## config.mk

```make
export PLATFORM = sky130hd
export DESIGN_NAME = prio_grant_encoder
export DESIGN_NICKNAME = d
export VERILOG_FILES = /design/src/rtl/prio_grant_pkg.sv /design/src/rtl/prio_pick.sv /design/src/rtl/prio_grant_encoder.sv
export SDC_FILE = /design/constraint.sdc
export NUM_CORES = 1
export LEC_CHECK = 0
export ABC_CLOCK_PERIOD_IN_PS = 9650
export CAP_MARGIN = 20
export CORE_ASPECT_RATIO = 0.9
export CORE_UTILIZATION = 52
export DETAILED_ROUTE_END_ITERATION = 8
export GPL_ROUTABILITY_DRIVEN = 0
export PLACE_DENSITY = 0.81
export SYNTH_ARGS = -nofsm -noshare
export SYNTH_HDL_FRONTEND = slang
export SYNTH_SLANG_ARGS = --single-unit
```

## constraint.sdc

```tcl
create_clock -name clk -period 9.65 [get_ports clk]
set_clock_uncertainty 0.2 [all_clocks]
set_input_delay 1.93 -clock clk [delete_from_list [all_inputs] [get_ports clk]]
set_output_delay 1.93 -clock clk [all_outputs]
set_load 0.02 [all_outputs]
```

## src/rtl/prio_grant_pkg.sv

```systemverilog
// Shared types and helpers for the priority grant encoder.
package prio_grant_pkg;

   // Handshake FSM states
   typedef enum logic {
      IDLE  = 1'b0,
      OFFER = 1'b1
   } state_t;

   // Index width that never collapses below one bit
   function automatic int unsigned clog2_min1(input int unsigned n);
      return (n <= 2) ? 1 : $clog2(n);
   endfunction

endpackage

```

## src/rtl/prio_pick.sv

```systemverilog
// Combinational winner selection: rotate so the search start sits at the top,
// pick the highest set bit, then map back to the original index modulo N.
module prio_pick
   import prio_grant_pkg::*;
#(
   parameter  int unsigned N = 8,
   localparam int unsigned W = clog2_min1(N)
) (
   input  logic [N-1:0] elig,
   input  logic [W-1:0] start,
   input  logic         rr_mode,
   output logic         any,
   output logic [W-1:0] winner
);

   logic [W-1:0]   off;
   logic [W:0]     start_inc;
   logic [2*N-1:0] dbl;
   logic [N-1:0]   rot;
   logic [W-1:0]   hi;
   logic [W:0]     sum;

   // Rotation offset: start+1 mod N in round-robin, zero (plain order) otherwise
   always_comb begin
      off       = '0;
      start_inc = {1'b0, start} + (W+1)'(1);
      if (rr_mode && (start_inc < (W+1)'(N))) begin
         off = start_inc[W-1:0];
      end
   end

   // Rotate right by the offset so elig[start] lands at position N-1
   always_comb begin
      dbl = {elig, elig} >> off;
      rot = dbl[N-1:0];
   end

   // Highest set bit of the rotated vector
   always_comb begin
      any = 1'b0;
      hi  = '0;
      for (int unsigned j = 0; j < N; j++) begin
         if (rot[j]) begin
            hi  = W'(j);
            any = 1'b1;
         end
      end
   end

   // Undo the rotation with a single conditional subtract (handles any N)
   always_comb begin
      sum = {1'b0, hi} + {1'b0, off};
      if (sum >= (W+1)'(N)) begin
         sum = sum - (W+1)'(N);
      end
      winner = sum[W-1:0];
   end

endmodule

```

## src/rtl/prio_grant_encoder.sv

```systemverilog
// Registered N-input priority encoder with pending latch, per-line mask and
// fixed / round-robin arbitration, offering one index at a time on valid/ready.
module prio_grant_encoder
   import prio_grant_pkg::*;
#(
   parameter  int unsigned N = 8,
   localparam int unsigned W = clog2_min1(N)
) (
   input  logic         clk,
   input  logic         rst_n,
   input  logic [N-1:0] req,
   input  logic [N-1:0] mask,
   input  logic         rr_mode,
   input  logic         ready,
   output logic         valid,
   output logic [W-1:0] idx,
   output logic [N-1:0] pending
);

   state_t       state;
   state_t       state_nx;
   logic [N-1:0] pending_nx;
   logic [N-1:0] clr;
   logic [N-1:0] elig;
   logic [W-1:0] last;
   logic [W-1:0] last_nx;
   logic [W-1:0] start;
   logic [W-1:0] idx_nx;
   logic         valid_nx;
   logic         any;
   logic [W-1:0] winner;

   // Eligible lines and round-robin search start (last-1 mod N)
   always_comb begin
      elig  = pending & ~mask;
      start = (last == '0) ? W'(N - 1) : last - W'(1);
   end

   prio_pick #(
      .N (N)
   ) u_pick (
      .elig    (elig),
      .start   (start),
      .rr_mode (rr_mode),
      .any     (any),
      .winner  (winner)
   );

   // Accepting the offer clears the offered line; a same-cycle request re-sets it
   always_comb begin
      clr = '0;
      if ((state == OFFER) && ready) begin
         clr = N'(1) << idx;
      end
      pending_nx = req | (pending & ~clr);
   end

   // State register
   always_ff @(posedge clk or negedge rst_n) begin
      if (!rst_n) begin
         state <= IDLE;
      end else begin
         state <= state_nx;
      end
   end

   // Next-state logic
   always_comb begin
      state_nx = state;
      case (state)
         IDLE:    if (any)   state_nx = OFFER;
         OFFER:   if (ready) state_nx = IDLE;
         default: state_nx = IDLE;
      endcase
   end

   // Next values for the registered outputs and the round-robin pointer
   always_comb begin
      valid_nx = valid;
      idx_nx   = idx;
      last_nx  = last;
      case (state)
         IDLE: begin
            if (any) begin
               valid_nx = 1'b1;
               idx_nx   = winner;
            end
         end
         OFFER: begin
            if (ready) begin
               valid_nx = 1'b0;
               last_nx  = idx;
            end
         end
         default: valid_nx = 1'b0;
      endcase
   end

   // Output, pending and pointer registers
   always_ff @(posedge clk or negedge rst_n) begin
      if (!rst_n) begin
         valid   <= 1'b0;
         idx     <= '0;
         last    <= '0;
         pending <= '0;
      end else begin
         valid   <= valid_nx;
         idx     <= idx_nx;
         last    <= last_nx;
         pending <= pending_nx;
      end
   end

endmodule

```

==> results.txt <==
----------------------------------------------------
[Timing]
  Maximum achievable frequency ... 181.5 MHz
  Unrepaired setup endpoints after global routing ... false
  Least-Margin Pin Slew ... 0.9925 ns
  Total of endpoints with negative setup slack in the final report ... 0
  Number of max-slew violations in the final report ... 0
  Aggregate negative setup slack ... 0 ns
  Final hold vios ... 0
  Worst-case headroom to the max-slew limit ... 33.69%
  Final Cycle Share ... 57.09%
  Final worst path period need ... 5.509 ns

[Synthesis]
  Adder-cell share of the synthesized area ... 5.668%
  Yosys warning count ... 0
  Main combinational cell family by area after synthesis ... multiplexers
  Area fraction in and, or, nand and nor cells after synthesis ... 17.51%
  Synthesized-area fraction occupied by xor and xnor cells ... 2.834%
  Number of nets produced by synthesis ... 142
  Number of cells produced by synthesis ... 117
  Share of synthesized area spent on multiplexers ... 24.09%
  Number of storage elements in the synthesis netlist ... 16
  Portion of the post-synthesis area used by sequential elements ... 32.39%
  Post-synth design cell area ... 1236 um2
  Synthesized area divided by synthesized cell count ... 10.57 um2
  Post-synthesis compound-gate area fraction ... 11.54%
  Distinct cell type count of the synthesized netlist ... 33

[Power]
  Net switching power figure ... 234.0 uW
  Pwr per Cell Area ... 322.8 nW/um2
  Pint ... 271.2 uW
  Sequential power share ... 21.4%
  Maximum vdd drop ... 205.4 uV
  Share of total power in combinational logic ... 71.9%
  Clock power share ... 6.7%
  Switching part of the total ... 46.31%
  Leakage ... 0.0006287 uW

[Global route]
  All-Layer GR Usage ... 22.48%
  Met2 Resource Use GR ... 37.25%
  Met3 track utilization from global routing ... 1.869%
  Wire length of the first global-routing pass ... 4.064 mm
  Vias in the first global route ... 899
  Maximum number of pins on one net before global-route repair ... 17
  Global routing met1 resource utilization ... 30.46%
  Overall overflow remaining after global route ... 0
  Global-route layer with the greatest usage ... met2
  Initial antenna violation count ... 0

[Final layout]
  Total Nets Final ... 174
  Share of the core filled with cells ... 71.08%
  Share of layout cells above drive strength 1 ... 9.524%
  Number of diodes added for antenna fixing ... 0
  Layout-stage area growth over the synthesis result ... 26.62%

[Worst setup path]
  Critical path data required time ... 9.62 ns
  Kind of end point of the critical path ... flop
  Number of cells traversed by the worst register-to-register path ... 19
  Worst setup path class ... in -> reg
  Sort of element at the start of the critical path ... input pin
  Reg-to-reg endpoint ... idx[2]
  Worst reg2reg setup slack ... 4.90 ns
  Worst path arrival time ... 5.48 ns
  Source of the critical timing path ... rr_mode
  Endpoint of the most critical setup path ... idx[2]
  FF-to-FF Start ... last[0]
  Max FO, Critical Path ... 9

[Drt]
  Drt initial violations ... 13
  Total via count after detailed routing ... 945
  Average wire per cell in the routed design ... 15.25 um
  Number of nets with antenna violations after routing ... 0
  Detailed-route DRC error count ... 0
  Count of TritonRoute iterations in the first routing pass ... 4
  Average via count per standard cell ... 5.431
  Total Routed Length ... 2.653 mm

[Clock tree]
  Setup repair bufs after CTS ... 0
  Number of buffers added to fix hold violations after cts ... 0
  Clock latency on the worst-skew pair ... 0.27 ns
  H-tree depth ... 1
  Total clock buffers created by CTS ... 3
  Resized Gates After CTS ... 0
  Clock-pin slew on the worst setup and hold paths ... 0.09 ns
  TritonCTS clock tree ... yes
  Max Buffers Root-to-Sink ... 2
  Clock tree root buffer cell ... sky130_fd_sc_hd__clkbuf_4
  Sink count of the clock tree ... 16

[Die]
  Vertical die dimension ... 48.26 um
  Core box area ... 2202 um2
  I/O pin total ... 32
  Width of the die ... 53.40 um
  Floorplan die area ... 2577 um2
  Row count ... 16
  Initial cell density of the core ... 56.14%

[Run status]
  Result of the run ... complete, no violations

[Place]
  DP Wirelength ... 2.140 mm
  Port bufs ... 31

[Job]
  Maximum Capacitance Violations ... 0

[Worst hold path]
  Tightest Hold Check Type ... reg -> reg

----------------------------------------------------
-- cells in the mapped netlist --
library cell | number | area, um2
sky130_fd_sc_hd__nand2_1 | 11 | 41.29
sky130_fd_sc_hd__or4_1 | 1 | 7.510
sky130_fd_sc_hd__o21ai_0 | 2 | 10.01
sky130_fd_sc_hd__buf_6 | 2 | 22.52
sky130_fd_sc_hd__o21bai_1 | 2 | 15.01
sky130_fd_sc_hd__inv_1 | 5 | 18.77
sky130_fd_sc_hd__nand2b_1 | 12 | 75.07
sky130_fd_sc_hd__xnor2_1 | 4 | 35.03
sky130_fd_sc_hd__mux2_4 | 2 | 30.03
sky130_fd_sc_hd__bufinv_8 | 1 | 17.52
sky130_fd_sc_hd__a41oi_4 | 1 | 27.53
sky130_fd_sc_hd__mux2_2 | 2 | 22.52
sky130_fd_sc_hd__nand4_1 | 1 | 6.260
sky130_fd_sc_hd__a21boi_1 | 1 | 7.510
sky130_fd_sc_hd__dfrtp_1 | 16 | 400.4
sky130_fd_sc_hd__fa_1 | 1 | 20.02
sky130_fd_sc_hd__o21a_1 | 2 | 15.01
sky130_fd_sc_hd__o31ai_1 | 1 | 7.510
sky130_fd_sc_hd__a21o_1 | 5 | 37.54
sky130_fd_sc_hd__mux2i_1 | 19 | 190.2
sky130_fd_sc_hd__nand3_1 | 3 | 15.01
sky130_fd_sc_hd__and3_1 | 2 | 12.51
sky130_fd_sc_hd__nor3_1 | 2 | 10.01
sky130_fd_sc_hd__o41ai_1 | 1 | 8.760
sky130_fd_sc_hd__buf_4 | 2 | 15.01
sky130_fd_sc_hd__o31a_1 | 1 | 8.760
sky130_fd_sc_hd__nand3b_1 | 1 | 7.510
sky130_fd_sc_hd__or3_1 | 2 | 12.51
sky130_fd_sc_hd__nor4_4 | 1 | 21.27
sky130_fd_sc_hd__nor2_1 | 2 | 7.510
sky130_fd_sc_hd__ha_1 | 4 | 50.05
sky130_fd_sc_hd__a21oi_1 | 1 | 5.000
sky130_fd_sc_hd__mux2i_2 | 4 | 55.05
-- stage by stage --
step                      hold WS [ns]  worst slack, ns  instance area (um2)  total power, uW  std cells
after global placement          0.2667            3.999                 1543            451.6        171
final                           0.3078            4.141                 1565            505.2        174
after floorplan                 0.2498            4.955                 1236            397.1        117
after global routing            0.3362            3.948                 1565            539.3        174
after CTS                       0.3113            4.153                 1565            503.9        174
after detailed placement        0.2904            3.859                 1543            467.7        171
-- final cells by class --
class,count,area [um2]
multi-input cells,91,762.0
fillers,185,636.9
flip-flops and latches,16,400.4
repair buffers,31,310.3
inverters,6,36.28
well taps,27,33.78
clock buffers,3,22.52
-- sequential cells by signal (all words and copies together), names as in the netlist --
| name | count |
|---|---|
| last | 3 |
| idx | 3 |
| state | 1 |
| pending | 8 |
| valid | 1 |
-- kinds of logic (layout without fill, tap and decap cells) --
family | after synthesis | after routing
flops | 16 | 16
mux | 27 | 27
buf+inv | 10 | 40
simple gates | 38 | 38
fa+ha+maj | 5 | 5
xor+xnor | 4 | 4
compound gates | 17 | 17
-- per-layer routing --
layer	routed length (um)	vias to the layer above
met3	69	6
met2	1214	27
met5	0	-
li1	-	477
met4	56	0
met1	1312	435
-- cells in the final DEF, fill, tap and decap left out, types with 2 or more instances in the layout --
cell type	netlist	final
sky130_fd_sc_hd__inv_1	5	5
sky130_fd_sc_hd__mux2_2	2	2
sky130_fd_sc_hd__mux2_4	2	2
sky130_fd_sc_hd__nand2b_1	12	12
sky130_fd_sc_hd__a21o_1	5	5
sky130_fd_sc_hd__mux2i_2	4	4
sky130_fd_sc_hd__nor3_1	2	2
sky130_fd_sc_hd__clkbuf_4	0	3
sky130_fd_sc_hd__o21a_1	2	2
sky130_fd_sc_hd__dfrtp_1	16	16
sky130_fd_sc_hd__and3_1	2	2
sky130_fd_sc_hd__nand3_1	3	3
sky130_fd_sc_hd__xnor2_1	4	4
sky130_fd_sc_hd__ha_1	4	4
sky130_fd_sc_hd__or3_1	2	2
sky130_fd_sc_hd__o21ai_0	2	2
sky130_fd_sc_hd__o21bai_1	2	2
sky130_fd_sc_hd__nor2_1	2	2
sky130_fd_sc_hd__clkdlybuf4s50_1	0	31
sky130_fd_sc_hd__mux2i_1	19	19
sky130_fd_sc_hd__nand2_1	11	11
-- worst min-delay path by stage --
stage	start	to	slack, ns	cells after the start
final	last[1]	last[1]	0.31	2
after global routing	pending[3]	pending[3]	0.34	1
after CTS	last[1]	last[1]	0.31	2
after detailed placement	last[1]	last[1]	0.29	2
after global placement	last[1]	last[1]	0.27	2
after floorplan	last[1]	last[1]	0.25	2
-- power by group through the flow --
stage / Combinational [uW] / Sequential [uW] / Clock [uW]
finish: 363 / 108 / 34.0
global route: 392 / 111 / 36.5
CTS: 361 / 108 / 34.6
detailed placement: 359 / 109 / 0
global placement: 343 / 108 / 0
floorplan: 284 / 113 / 0
-- critical path: stages --
cell                              delay [ns]
sky130_fd_sc_hd__clkdlybuf4s50_1        0.48
sky130_fd_sc_hd__o31a_1                 0.14
sky130_fd_sc_hd__a21boi_1               0.80
sky130_fd_sc_hd__mux2i_1                0.37
sky130_fd_sc_hd__mux2i_1                0.20
sky130_fd_sc_hd__inv_1                  0.09
sky130_fd_sc_hd__a21oi_1                0.06
sky130_fd_sc_hd__o21bai_1               0.17
sky130_fd_sc_hd__ha_1                   0.17
sky130_fd_sc_hd__inv_1                  0.06
sky130_fd_sc_hd__fa_1                   0.42
sky130_fd_sc_hd__xnor2_1                0.15
sky130_fd_sc_hd__xnor2_1                0.17
sky130_fd_sc_hd__mux2_4                 0.26
No activity file was read; power rests on OpenSTA's default activity.
